[src/rtl/clint_irq_source.sv]
// clint_irq_source
// Machine-level interrupt source for the core's trap logic. It holds the
// mtime, mtimecmp and msip registers on the MEM-stage data bus and
// synchronises one external interrupt line. It raises a registered level
// request with its mcause code. It then waits in a handler state until the
// core acknowledges the trap and later executes mret.
module clint_irq_source #(
    parameter int PRESCALE    = 100,
    parameter int SYNC_STAGES = 2
) (
    input  logic        clk,
    input  logic        rst,
    input  logic        bus_req,
    input  logic        bus_we,
    input  logic [15:0] bus_addr,
    input  logic [31:0] bus_wdata,
    output logic [31:0] bus_rdata,
    output logic        bus_ready,
    output logic        bus_err,
    input  logic        ext_irq_async,
    input  logic [2:0]  mie_bits,
    input  logic        mstatus_mie,
    input  logic        trap_taken,
    input  logic        mret_done,
    output logic        irq,
    output logic [31:0] irq_cause,
    output logic [2:0]  pend_bits
);

    // Register offsets inside the 64 KiB window
    localparam logic [15:0] ADDR_MSIP      = 16'h0000;
    localparam logic [15:0] ADDR_CMP_LO    = 16'h4000;
    localparam logic [15:0] ADDR_CMP_HI    = 16'h4004;
    localparam logic [15:0] ADDR_TIME_LO   = 16'hBFF8;
    localparam logic [15:0] ADDR_TIME_HI   = 16'hBFFC;

    // mcause values (interrupt bit set)
    localparam logic [31:0] CAUSE_MEI      = 32'h8000_000B;
    localparam logic [31:0] CAUSE_MSI      = 32'h8000_0003;
    localparam logic [31:0] CAUSE_MTI      = 32'h8000_0007;

    // Prescaler counter width; PRESCALE=1 still needs a one-bit counter
    localparam int          PW             = (PRESCALE > 1) ? $clog2(PRESCALE) : 1;
    localparam logic [PW-1:0] PS_LAST      = PW'(PRESCALE - 1);

    typedef enum logic [2:0] {
        SEL_NONE,
        SEL_MSIP,
        SEL_CMP_LO,
        SEL_CMP_HI,
        SEL_TIME_LO,
        SEL_TIME_HI
    } reg_sel_t;

    typedef enum logic [1:0] {
        ST_IDLE,
        ST_REQ,
        ST_HANDLER
    } state_t;

    reg_sel_t               reg_sel;
    logic                   bus_accept;
    logic                   bus_write;
    logic                   wr_msip;
    logic                   wr_cmp_lo;
    logic                   wr_cmp_hi;
    logic                   wr_time_lo;
    logic                   wr_time_hi;
    logic [31:0]            read_data;

    logic [PW-1:0]          presc_reg;
    logic                   tick;
    logic [63:0]            mtime_reg;
    logic [63:0]            mtime_next;
    logic [63:0]            mtimecmp_reg;
    logic                   msip_reg;
    logic [SYNC_STAGES-1:0] sync_reg;
    logic [SYNC_STAGES-1:0] sync_next;

    logic                   mtip;
    logic                   meip;
    logic [2:0]             enabled;
    logic [31:0]            cause_sel;

    state_t                 state_reg;
    state_t                 state_next;
    logic                   irq_reg;
    logic [31:0]            irq_cause_reg;
    logic                   bus_ready_reg;
    logic                   bus_err_reg;
    logic [31:0]            bus_rdata_reg;

    // A new access is taken only while no response is being presented, so
    // a held request alternates accept / respond cycles.
    assign bus_accept = bus_req && !bus_ready_reg;
    assign bus_write  = bus_accept && bus_we;

    // Decode the offset; any misaligned or unlisted offset selects nothing
    always_comb begin
        reg_sel = SEL_NONE;
        if (bus_addr[1:0] == 2'b00) begin
            case (bus_addr)
                ADDR_MSIP:    reg_sel = SEL_MSIP;
                ADDR_CMP_LO:  reg_sel = SEL_CMP_LO;
                ADDR_CMP_HI:  reg_sel = SEL_CMP_HI;
                ADDR_TIME_LO: reg_sel = SEL_TIME_LO;
                ADDR_TIME_HI: reg_sel = SEL_TIME_HI;
                default:      reg_sel = SEL_NONE;
            endcase
        end
    end

    assign wr_msip    = bus_write && (reg_sel == SEL_MSIP);
    assign wr_cmp_lo  = bus_write && (reg_sel == SEL_CMP_LO);
    assign wr_cmp_hi  = bus_write && (reg_sel == SEL_CMP_HI);
    assign wr_time_lo = bus_write && (reg_sel == SEL_TIME_LO);
    assign wr_time_hi = bus_write && (reg_sel == SEL_TIME_HI);

    // Read mux: unmapped offsets read as zero
    always_comb begin
        read_data = 32'h0;
        case (reg_sel)
            SEL_MSIP:    read_data = {31'h0, msip_reg};
            SEL_CMP_LO:  read_data = mtimecmp_reg[31:0];
            SEL_CMP_HI:  read_data = mtimecmp_reg[63:32];
            SEL_TIME_LO: read_data = mtime_reg[31:0];
            SEL_TIME_HI: read_data = mtime_reg[63:32];
            default:     read_data = 32'h0;
        endcase
    end

    // Bus response: one-cycle ready pulse carrying read data or error
    always_ff @(posedge clk or posedge rst) begin
        if (rst) begin
            bus_ready_reg <= 1'b0;
            bus_err_reg   <= 1'b0;
            bus_rdata_reg <= 32'h0;
        end else begin
            bus_ready_reg <= bus_accept;
            bus_err_reg   <= bus_accept && (reg_sel == SEL_NONE);
            bus_rdata_reg <= (bus_accept && !bus_we) ? read_data : 32'h0;
        end
    end

    assign tick = (presc_reg == PS_LAST);

    // Prescaler free-runs 0..PRESCALE-1 regardless of bus traffic
    always_ff @(posedge clk or posedge rst) begin
        if (rst) begin
            presc_reg <= '0;
        end else if (tick) begin
            presc_reg <= '0;
        end else begin
            presc_reg <= presc_reg + PW'(1);
        end
    end

    // A bus write to either half of mtime replaces that cycle's increment
    always_comb begin
        mtime_next = mtime_reg;
        if (wr_time_lo) begin
            mtime_next[31:0] = bus_wdata;
        end else if (wr_time_hi) begin
            mtime_next[63:32] = bus_wdata;
        end else if (tick) begin
            mtime_next = mtime_reg + 64'd1;
        end
    end

    // mtime register
    always_ff @(posedge clk or posedge rst) begin
        if (rst) begin
            mtime_reg <= 64'h0;
        end else begin
            mtime_reg <= mtime_next;
        end
    end

    // mtimecmp halves, written independently; reset to the maximum so the
    // timer interrupt stays quiet until software programs a deadline
    always_ff @(posedge clk or posedge rst) begin
        if (rst) begin
            mtimecmp_reg <= 64'hFFFF_FFFF_FFFF_FFFF;
        end else if (wr_cmp_lo) begin
            mtimecmp_reg[31:0] <= bus_wdata;
        end else if (wr_cmp_hi) begin
            mtimecmp_reg[63:32] <= bus_wdata;
        end
    end

    // Software interrupt bit; upper bits of the word are not stored
    always_ff @(posedge clk or posedge rst) begin
        if (rst) begin
            msip_reg <= 1'b0;
        end else if (wr_msip) begin
            msip_reg <= bus_wdata[0];
        end
    end

    assign sync_next = {sync_reg[SYNC_STAGES-2:0], ext_irq_async};

    // Synchroniser chain for the asynchronous external interrupt level
    always_ff @(posedge clk or posedge rst) begin
        if (rst) begin
            sync_reg <= '0;
        end else begin
            sync_reg <= sync_next;
        end
    end

    assign meip      = sync_reg[SYNC_STAGES-1];
    assign mtip      = (mtime_reg >= mtimecmp_reg);
    assign pend_bits = {meip, mtip, msip_reg};
    assign enabled   = pend_bits & mie_bits;

    // Highest-priority enabled source: external, then software, then timer
    always_comb begin
        cause_sel = 32'h0;
        if (enabled[2]) begin
            cause_sel = CAUSE_MEI;
        end else if (enabled[0]) begin
            cause_sel = CAUSE_MSI;
        end else if (enabled[1]) begin
            cause_sel = CAUSE_MTI;
        end
    end

    // Request FSM state register
    always_ff @(posedge clk or posedge rst) begin
        if (rst) begin
            state_reg <= ST_IDLE;
        end else begin
            state_reg <= state_next;
        end
    end

    // Next state: request while enabled; an acknowledged trap parks the
    // FSM in HANDLER until mret, and a stray pulse in any other state is
    // ignored
    always_comb begin
        state_next = state_reg;
        case (state_reg)
            ST_IDLE: begin
                if ((enabled != 3'b000) && mstatus_mie) begin
                    state_next = ST_REQ;
                end
            end
            ST_REQ: begin
                if (trap_taken) begin
                    state_next = ST_HANDLER;
                end else if ((enabled == 3'b000) || !mstatus_mie) begin
                    state_next = ST_IDLE;
                end
            end
            ST_HANDLER: begin
                if (mret_done) begin
                    state_next = ST_IDLE;
                end
            end
            default: state_next = ST_IDLE;
        endcase
    end

    // Registered request and cause, refreshed every cycle from the enabled set
    always_ff @(posedge clk or posedge rst) begin
        if (rst) begin
            irq_reg       <= 1'b0;
            irq_cause_reg <= 32'h0;
        end else begin
            irq_reg       <= (state_next == ST_REQ);
            irq_cause_reg <= (state_next == ST_REQ) ? cause_sel : 32'h0;
        end
    end

    assign irq       = irq_reg;
    assign irq_cause = irq_cause_reg;
    assign bus_ready = bus_ready_reg;
    assign bus_err   = bus_err_reg;
    assign bus_rdata = bus_rdata_reg;

endmodule

[config.mk]
export PLATFORM = sky130hd
export DESIGN_NAME = clint_irq_source
export DESIGN_NICKNAME = d
export VERILOG_FILES = /design/src/rtl/clint_irq_source.sv
export SDC_FILE = /design/constraint.sdc
export NUM_CORES = 1
export LEC_CHECK = 0
export CAP_MARGIN = 5
export CORE_MARGIN = 2
export CORE_UTILIZATION = 61
export DETAILED_ROUTE_END_ITERATION = 7
export GPL_TIMING_DRIVEN = 0
export HOLD_SLACK_MARGIN = 0.05
export PLACE_DENSITY = 0.86
export RECOVER_POWER = 50
export SLEW_MARGIN = 40
export SYNTH_ARGS = -nofsm -noshare
export SYNTH_HDL_FRONTEND = slang
export SYNTH_SLANG_ARGS = --single-unit
[constraint.sdc]
create_clock -name clk -period 11.2 [get_ports clk]
set_clock_uncertainty 0.1 [all_clocks]
set_input_delay 1.68 -clock clk [delete_from_list [all_inputs] [get_ports clk]]
set_output_delay 1.68 -clock clk [all_outputs]
set_load 0.005 [all_outputs]
Word-level counts from Yosys, hierarchy flattened
Cells that the tools add are included.
{ "totals": {"register_bits": 207, "inputBits": 59, "out_inout_bits": 70, "wordCells": 76} }
{ "op_classes": {"n_addsub": 2, "n_lt_le_gt_ge": 1, "n_eq_ne": 14, "n_mux": 18, "n_bitwise": 3, "reduce_logical": 25} }
{ "ops": {"columns": ["operator", "count"], "rows": [
  ["32-bit 2-to-1 mux", 8],
  ["32-bit case mux with 5 select lines", 1],
  ["64-bit by 1-bit adder with 64-bit output, second input constant", 1],
  ["64-bit >= comparator", 1],
  ["64-bit 2-to-1 mux", 1],
  ["16-bit by 15-bit == test with 1-bit output, second input constant", 2],
  ["16-bit == test, second input constant", 2],
  ["16-bit zero test", 1],
  ["3-bit case mux with 5 select lines", 1],
  ["1-bit logical AND", 10],
  ["2-bit 2-to-1 mux", 4],
  ["7-bit by 1-bit adder with 7-bit output, second input constant", 1],
  ["7-bit == test, second input constant", 1],
  ["7-bit 2-to-1 mux", 1],
  ["3-bit by 2-bit == test with 1-bit output, second input constant", 2],
  ["3-bit == test, second input constant", 2],
  ["3-bit zero test", 2],
  ["2-bit case mux with 3 select lines", 1],
  ["2-bit AND reduction", 3],
  ["2-bit by 1-bit == test with 1-bit output, second input constant", 2],
  ["2-bit zero test", 2],
  ["2-bit nonzero test", 2],
  ["3-bit bitwise AND", 1],
  ["3-bit by 1-bit == test with 1-bit output, second input constant", 1],
  ["other kinds (7)", 10]
]} }

Depth between registers and ports, before layout
{ "depth": {"word_depth": 9, "depth_mapped": 9, "depth_no_buf": 8} }

Worst setup path after synthesis
Ideal clock, no wire load.
{ "synth_path": {"path_type": "register -> output", "from": "register mtimecmp_reg[62]", "to": "output pend_bits[1]", "t_arrival_ns": 2.085, "t_required_ns": 9.420, "slack_ns": 7.335, "path_stages_with_launch": 10, "n_path_buf": 1, "cell_sequence": "dfstp_2 inv_1 ha_1 nand4_1 nor4_1 and3_1 o2bb2ai_1 a41oi_1 nand2_1 buf_4"} }
{ "synth_via": {"elab_chain_cells": 1} }
{ "synth_rtl": {"columns": ["item", "line_no", "rtl"], "rows": [
  ["start, declared", "75", "logic [63:0] mtimecmp_reg;"],
  ["start signal, assigned", "187", "mtimecmp_reg[63:32] <= bus_wdata;"],
  ["64-bit >= comparator", "212", "assign mtip = (mtime_reg >= mtimecmp_reg);"],
  ["end, declared", "27", "output logic [2:0] pend_bits"]
]} }
No other way between the ends.

==> run_results.csv <==
group,metric,value,unit
power,p_per_area,101.9,nW/um^2
sta,fin_tns_setup,0,ps
synth,synthCells,1187,
outcome,violations,"design-rule violations, max-capacitance violations, max-slew violations",
detailed_routing,wl_per_cell,21.16,um
detailed_routing,routed_wl,33280,um
cts,cts_resized,0,
detailed_routing,first_pass_iters,8,
sta,worst_pin_slew,4164,ps
cts,root_buffer,"clkbuf_16",
placed_design,port_buffers,101,
worst_hold_path,hold_path_class,"register to register",
cells_and_area,multi_input_area,5405,um^2
sta,min_period_over_period,0.5809,
synth,synthArstFlopShare,1.000,
synth,synth_top_area_cell,"dfrtp_1",
placed_design,hpwl,23690,um
synth,synth-xor-area-share,0.01811,
cts,clock_latency,450,ps
worst_setup_path,critical-path-slowest-cell,"clkbuf_1",
cts,post-cts-setup-buffer-count,0,
job,cap_violations,1,
synth,ys_types,72,
synth,ys.flop_type,"dfrtp_1",
global_route,grt_pass1_wl,52600,um
synth,yosysWarnings,0,
cts,clk_pin_slew,70,ps
cells_and_area,regArea,4534,um^2
cells_and_area,areaGrowthSynthToFinish,18.68,%
sta,fmax,153.7,MHz
synth,synth-seq-cells,178,
cts,cts_buffers,17,
die,die_h,136.1,um
global_route,antenna_found_initial,1,
detailed_routing,remaining_drc_errors,6,
worst_setup_path,startpoint_type,"primary input",
detailed_routing,via_count,10490,
synth,synth_top_family_by_area,"simple AND/OR/NAND/NOR gates",
worst_setup_path,criticalPathCategory,"primary input to async pin",
cells_and_area,diodes,0,
power,vdd_drop_max,111.8,uV
cts,hold_buffers,0,
sta,rsz0062_at_grt,"no",
detailed_routing,vias_per_cell,6.670,
synth,synth_compound_area_frac,0.1944,
synth,synth_edf_count,0,
worst_setup_path,end_kind,"async pin",
synth,synthSimpleGateAreaFrac,0.2004,
worst_setup_path,max_stage_delay,2970,ps
worst_setup_path,cp.arrival,5990,ps
synth,synth_fa_ha_area_frac,0.07760,
die,die_w,136.1,um
detailed_routing,drtIter0Drc,1853,
synth,synth.area.mux_share,0.006820,
worst_setup_path,crit_fanout,74,
die,die_area,18520,um^2
die,io_pins,129,
sta,slew_violations,74,
sta,hold_viol,0,
die,core,17180,um^2
sta,setup_viol,0,
cells_and_area,fillers,1274,
global_route,grt_pass1_vias,10130,
synth,synth_area_per_cell,8.965,um^2
worst_setup_path,reg2reg_slack,8020,ps
worst_setup_path,cp_data_required_time,10680,ps
synth,syn-cell-area,10640,um^2
cts,cts.sinks,178,
die,initial_core_util,0.6195,
global_route,grt_usage,0.3706,
cells_and_area,layout-drive-gt1-share,0.1224,
global_route,grt_max_degree,78,
synth,yosysSeqAreaShare,0.4261,
worst_setup_path,cp_cell_sequence,"dlygate4sd3_1 -> clkinvlp_2 -> clkbuf_1",
global_route,overflow,0,
sta,whs,266.4,ps
sta,period_minus_slack,6506,ps
cts,cts_buffer_depth,2,
power,p_leak,5.676,nW
detailed_routing,detail-route-antenna-nets,0,
synth,synth_area_leaders,"dfrtp_1 27%, dfstp_2 16%, ha_1 7.8%",
cts,h-tree-depth,4,
sta,maxSlewHeadroom,-1.776,
die,num_rows,48,
synth,yosysTopAreaCellShare,0.2681,
placed_design,routabilityCongestion,1.070,
outcome,status,"finished, violations left",
cts,cts_tree,"built",
cells_and_area,layout.nets,1460,
==> Yosys cell counts, types with 9 or more instances <==
cell type / count
nor2_1: 42
buf_4: 39
or4_1: 9
ha_1: 66
nand4_1: 36
and4_1: 19
and3_1: 19
a222oi_1: 32
clkbuf_1: 41
a21oi_1: 101
o21ai_0: 108
buf_2: 10
o211ai_1: 10
nand3_1: 41
and2_1: 13
xnor2_1: 14
nand2_1: 189
dfstp_2: 64
nor4_1: 14
nor3_1: 10
dfrtp_1: 114
inv_1: 72
==> per-stage QoR <==
step	total power [mW]	setup WS (ps)	area [um^2]	utilization	instances
finish	1.287	4694	12630	0.7353	1573
global route	1.316	3830	12630	0.7353	1573
CTS	1.285	5913	12660	0.7370	1573
detailed placement	0.7204	6418	12110	0.7048	1541
global placement	0.7169	2273	12030	0.7005	1539
floorplan	0.6812	4696	10740	-	1213
==> routing by layer <==
layer  global-route usage  wire length, um  vias up
li1                     -                -     4579
met4               0.1991             1910        0
met5                    0                0        -
met3               0.1178             4300      163
met1               0.4679            12100     4935
met2               0.5684            14980      815
==> cell usage in the layout (no fill, tap or decap), types with 5 or more instances in the layout <==
master / n
a21oi_1: 101
a222oi_1: 32
a2bb2oi_1: 6
a31oi_1: 8
and2_1: 12
and3_1: 19
and4_1: 19
buf_2: 10
buf_4: 39
clkbuf_1: 44
clkbuf_16: 17
clkdlybuf4s50_1: 92
conb_1: 27
dfrtp_1: 114
dfstp_2: 63
dlygate4sd3_1: 9
ha_1: 66
inv_1: 71
mux2i_1: 5
nand2_1: 189
nand3_1: 41
nand4_1: 36
nor2_1: 42
nor3_1: 10
nor4_1: 14
o211ai_1: 10
o21ai_0: 108
o22a_1: 6
o22ai_1: 8
o2bb2ai_1: 5
or3_1: 5
or4_1: 9
xnor2_1: 14
xor2_1: 8
==> critical path: cells and delay by family <==
kind | cells | cell delay (ps)
buffers and inverters | 3 | 4240
==> logic make-up (layout without fill, tap and decap cells) <==
| group | count (synthesis) | count (layout) |
|---|---|---|
| and+or+nand+nor | 419 | 419 |
| AOI/OAI and AO/OA | 327 | 327 |
| DFF | 178 | 178 |
| buffers and inverters | 167 | 302 |
| adders and majority gates | 66 | 66 |
| xor gates and xnor gates | 22 | 22 |
| muxes | 7 | 7 |
| other | 1 | 27 |
==> where the power goes <==
part	leakage, nW	internal, mW	switching, mW
Clock	0.263	0.312	0.267
Combinational	3.28	0.0298	0.0321
Sequential	2.13	0.645	0.000783
Total	5.68	0.988	0.300
==> path summary, 6_finish.rpt <==
| path | startpoint | end | cells past startpoint |
|---|---|---|---|
| min in group asynchronous | rst | bus_ready$_DFF_PP0_ | 2 |
| min reg2reg | sync_reg[0]$_DFF_PP0_ | sync_reg[1]$_DFF_PP0_ | 0 |
| max reg2reg | mtimecmp_reg[62]$_DFFE_PP1P_ | state_reg[0]$_DFF_PP0_ | 8 |
| min | sync_reg[0]$_DFF_PP0_ | sync_reg[1]$_DFF_PP0_ | 0 |
| max | rst | mtime_reg[16]$_DFFE_PP0P_ | 3 |
| max in group clk | mtimecmp_reg[62]$_DFFE_PP1P_ | pend_bits[1] | 10 |
==> final cells by class <==
class	instances	share of cell area
Buffer	95	0.04290
Clock buffer	20	0.03537
Clock inverter	12	0.008421
Inverter	72	0.02150
Multi-Input combinational cell	868	0.4280
Sequential cell	178	0.3590
Tap cell	225	0.02229
Timing Repair Buffer	103	0.08252
Note: power is estimated with default switching activity, not from simulation.
==> edit 1, RTL diff (same flow settings) <==
Set the parameter `PRESCALE` to 50 (it was 100).
--- a/src/rtl/clint_irq_source.sv
+++ b/src/rtl/clint_irq_source.sv
@@ -5,7 +5,7 @@
 // request with its mcause code. It then waits in a handler state until the
 // core acknowledges the trap and later executes mret.
 module clint_irq_source #(
-    parameter int PRESCALE    = 100,
+    parameter int PRESCALE    = 50,
     parameter int SYNC_STAGES = 2
 ) (
     input  logic        clk,
Formal check against the unedited RTL: no difference found for any inputs over 4 cycles, from zero or initial values and one cycle with rst high; that may be too few to reach the edited logic, so the function may still have changed.
==> edit 1 against the original RTL <==
- the run ends with max-capacitance violations, max-slew violations left
- power up 3.2%
- register-to-register slack worse by 0.11 ns
- design area rose by 2.3%
- setup slack improved by 0.57 ns
- synthesized area up 2.5%
- wire length is 14% higher
- maximum frequency rose by 9.5%
- sequential power is essentially flat
- sequential cell count shrank 1
- final cell count shrank 2.0%
- largest power group unchanged
- highest routed layer unchanged
==> edit 1: results (changes against the original RTL) <==
status: "finished with violations"
violations: "max-capacitance violations, max-slew violations"
yosysSeqAreaShare_pct: 41.4  # -1.3 points
inv_count: 77  # +6.9%
final-clk-cell-share_pct: 4.52  # +0.14 points
diodes: 1  # +1
grt_first_pass_wirelength_um: 57400  # +9.2%
timing.max_cap.violations: 2  # +1
r2r-start: "presc_reg[1]"
synth_top_area_share_pct: 25.9  # -0.87 points
report.final.slew_viol_count: 101  # +36%
sh_seq_area_pct: 34.9  # -1.0 points
placed_area_mm2: 0.0124  # +2.2%
drt_iter0_markers: 1389  # -25%
use_met1_pct: 52.5  # +5.7 points
drive_above_1_share_pct: 17.4  # +5.2 points
maxSlewHeadroom_pct: -110  # +67 points
p_leak_nw: 5.12  # -9.8%
multi_input_area_mm2: 0.00570  # +5.4%
grt_use_met2_pct: 61.8  # +5.0 points
crit_arrival_ns: 5.69  # -0.30 ns
p_per_area_mw_per_mm2: 103  # +0.80%
grt_pass1_vias: 10100  # +0.089%
core_area_mm2: 0.0174  # +1.0%
numClockSinks: 177  # -0.56%
grtUsageMet3_pct: 12.4  # +0.62 points
avgRoutedWirePerCell_um: 24.7  # +17%
wl_met2_um: 17000  # +13%
wl_met3_um: 4770  # +11%
grt_max_degree: 80  # +2.6%
m1WireLength_um: 14100  # +16%
pre_cts_ws_ns: 6.26  # -0.158 ns
wl_um: 38000  # +14%
clock_buffers: 19  # -5.0%
dp_cells: 1508  # -2.1%
yosysUniqueCellTypes: 71  # -1.4%
netlist_top_cells_count: "121 x nand2_1, 113 x dfrtp_1, 77 x inv_1, 71 x o21ai_0"
-- edit 1: worst max-delay path by stage --
stage / from / end / slack (ns) / cells after the start
finish: rst / mtime_reg[28] / 5.26 / 3
global route: rst / mtime_reg[63] / 4.57 / 3
CTS: mtimecmp_reg[22] / pend_bits[1] / 5.81 / 9
detailed placement: bus_addr[3] / mtimecmp_reg[46] / 6.26 / 9
global placement: rst / irq_cause[3] / 2.38 / 2
floorplan: rst / bus_err / 4.72 / 1
-- edit 1: cell families (layout without fill, tap and decap cells) --
logic type	count (synthesis)	count (layout)	share of synthesized area, %
simple gates	382	382	18.3
fa+ha+maj	67	67	7.69
buf+inv	172	307	7.39
flops	177	177	41.4
other cells	1	28	0.0344
mux	68	68	7.01
compound gates	253	253	15.4
xor+xnor	34	34	2.73
-- edit 1: where the power goes --
group | total (mW) | switching (mW) | internal, mW
sequential | 0.645 | 0.00147 | 0.643
clock | 0.610 | 0.278 | 0.332
combinational | 0.0730 | 0.0393 | 0.0337
==> edit 2, RTL diff (same settings) <==
Without the edit above. The 3 states of `state_t` get a one-hot encoding in 3 bits.
--- a/src/rtl/clint_irq_source.sv
+++ b/src/rtl/clint_irq_source.sv
@@ -52,10 +52,10 @@
         SEL_TIME_HI
     } reg_sel_t;
 
-    typedef enum logic [1:0] {
-        ST_IDLE,
-        ST_REQ,
-        ST_HANDLER
+    typedef enum logic [2:0] {
+        ST_IDLE    = 3'b001,
+        ST_REQ     = 3'b010,
+        ST_HANDLER = 3'b100
     } state_t;
 
     reg_sel_t               reg_sel;
Function: no difference found for any inputs over 4 cycles, from zero or initial values and one cycle with rst high; so few cycles prove little.
==> edit 2 against the original RTL <==
- count of clock-buffer cells in the layout down 3
- setup slack got worse by 0.033 ns
- core utilization is 0.13 points higher
- the flow still finishes with violations (design-rule violations, max-capacitance violations, max-slew violations)
- power rose by 7.5%
- die area down 0.90%
- synthesized area is 0.93% lower
- via count down 9.0%
- critical path type unchanged
- design area decreased by 0.18%
- largest cell class unchanged
- sequential cell count grew 1
- wire length decreased by 5.7%
- maximum frequency shrank 0.50%
- synthesized cell count down 5.4%
==> edit 2: results (changes against the original RTL) <==
r2r-start: "mtime_reg[0]"
placed_area_mm2: 0.0120  # -0.91%
wl_met2_um: 14500  # -3.0%
use_met1_pct: 45.7  # -1.1 points
tightestPinTransition_ns: 3.07  # -1.09 ns
yosysSeqAreaShare_pct: 43.3  # +0.65 points
r2r_setup_slack_ns: 7.80  # -0.22 ns
wl_met3_um: 3250  # -24%
m1WireLength_um: 12300  # +1.9%
drive_above_1_share_pct: 16.7  # +4.4 points
cpPeakStageDelay_ns: 2.26  # -0.71 ns
timing.max_cap.violations: 2  # +1
drc_errors: 2  # -4
ir_drop_uv: 101  # -9.5%
wl_um: 31400  # -5.7%
hpwl_um: 22300  # -6.0%
grt_use_met2_pct: 56.4  # -0.41 points
avgRoutedWirePerCell_um: 20.8  # -1.6%
synth_area_leaders: "dfrtp_1 27%, dfstp_2 16%, ha_1 7.8%, mux2_2 6.9%, a21oi_1 6.9%"
r2r_end: "mtime_reg[28]"
grt_max_degree: 73  # -6.4%
report.final.slew_viol_count: 129  # +74%
grt_pass1_vias: 9348  # -7.7%
grtUsageMet3_pct: 7.93  # -3.9 points
gp_congestion: 0.948  # -11%
io_buffers: 100  # -0.99%
violations: "design-rule violations, max-capacitance violations, max-slew violations"
netlist_top_cells_count: "146 x a21oi_1, 114 x dfrtp_1, 96 x nand2_1, 87 x nor2_1, 78 x inv_1"
yosysUniqueCellTypes: 60  # -17%
dp_cells: 1476  # -4.2%
status: "finished with violations"
nFillCells: 1243  # -2.4%
## edit 2: logic make-up (layout without fill, tap and decap cells)
| logic type | Yosys count | after routing | share of synthesized area (%) |
|---|---|---|---|
| flops | 179 | 179 | 43.3 |
| buf+inv | 163 | 297 | 7.04 |
| mux | 69 | 69 | 7.32 |
| xor+xnor | 35 | 35 | 2.91 |
| other cells | 1 | 27 | 0.0356 |
| compound gates | 263 | 263 | 15.2 |
| fa+ha+maj | 66 | 66 | 7.83 |
| simple gates | 347 | 347 | 16.4 |
## edit 2: power breakdown
group | leakage (nW) | switching [mW] | total (mW) | internal, mW
logic | 2.70 | 0.0371 | 0.0766 | 0.0395
clock network | 0.302 | 0.275 | 0.651 | 0.376
registers | 2.14 | 0.00327 | 0.656 | 0.653
total | 5.15 | 0.316 | 1.38 | 1.07
## edit 2: worst min-delay path by stage
stage / start / to / slack [ns] / cells after the start
2_1_floorplan: sync_reg[0] / sync_reg[1] / 0.23 / 0
3_3_place_gp: sync_reg[0] / sync_reg[1] / 0.24 / 0
3_5_place_dp: sync_reg[0] / sync_reg[1] / 0.26 / 0
4_1_cts: sync_reg[0] / sync_reg[1] / 0.27 / 0
5_1_grt: sync_reg[0] / sync_reg[1] / 0.28 / 0
6_report: sync_reg[0] / sync_reg[1] / 0.27 / 0
## edit 2: critical path, delay by kind of cell
| family | cells | cell delay, ns |
|---|---|---|
| buffers and inverters | 3 | 4.54 |
## edit 2: final cells by class
class / count / share of cell area (%)
multi-input cells: 807 / 42.5
flip-flops and latches: 179 / 36.2
repair buffers: 102 / 8.19
plain buffers: 85 / 3.56
clock buffers: 17 / 3.37
inverters: 78 / 2.33
well taps: 225 / 2.23
clock inverters: 15 / 1.62
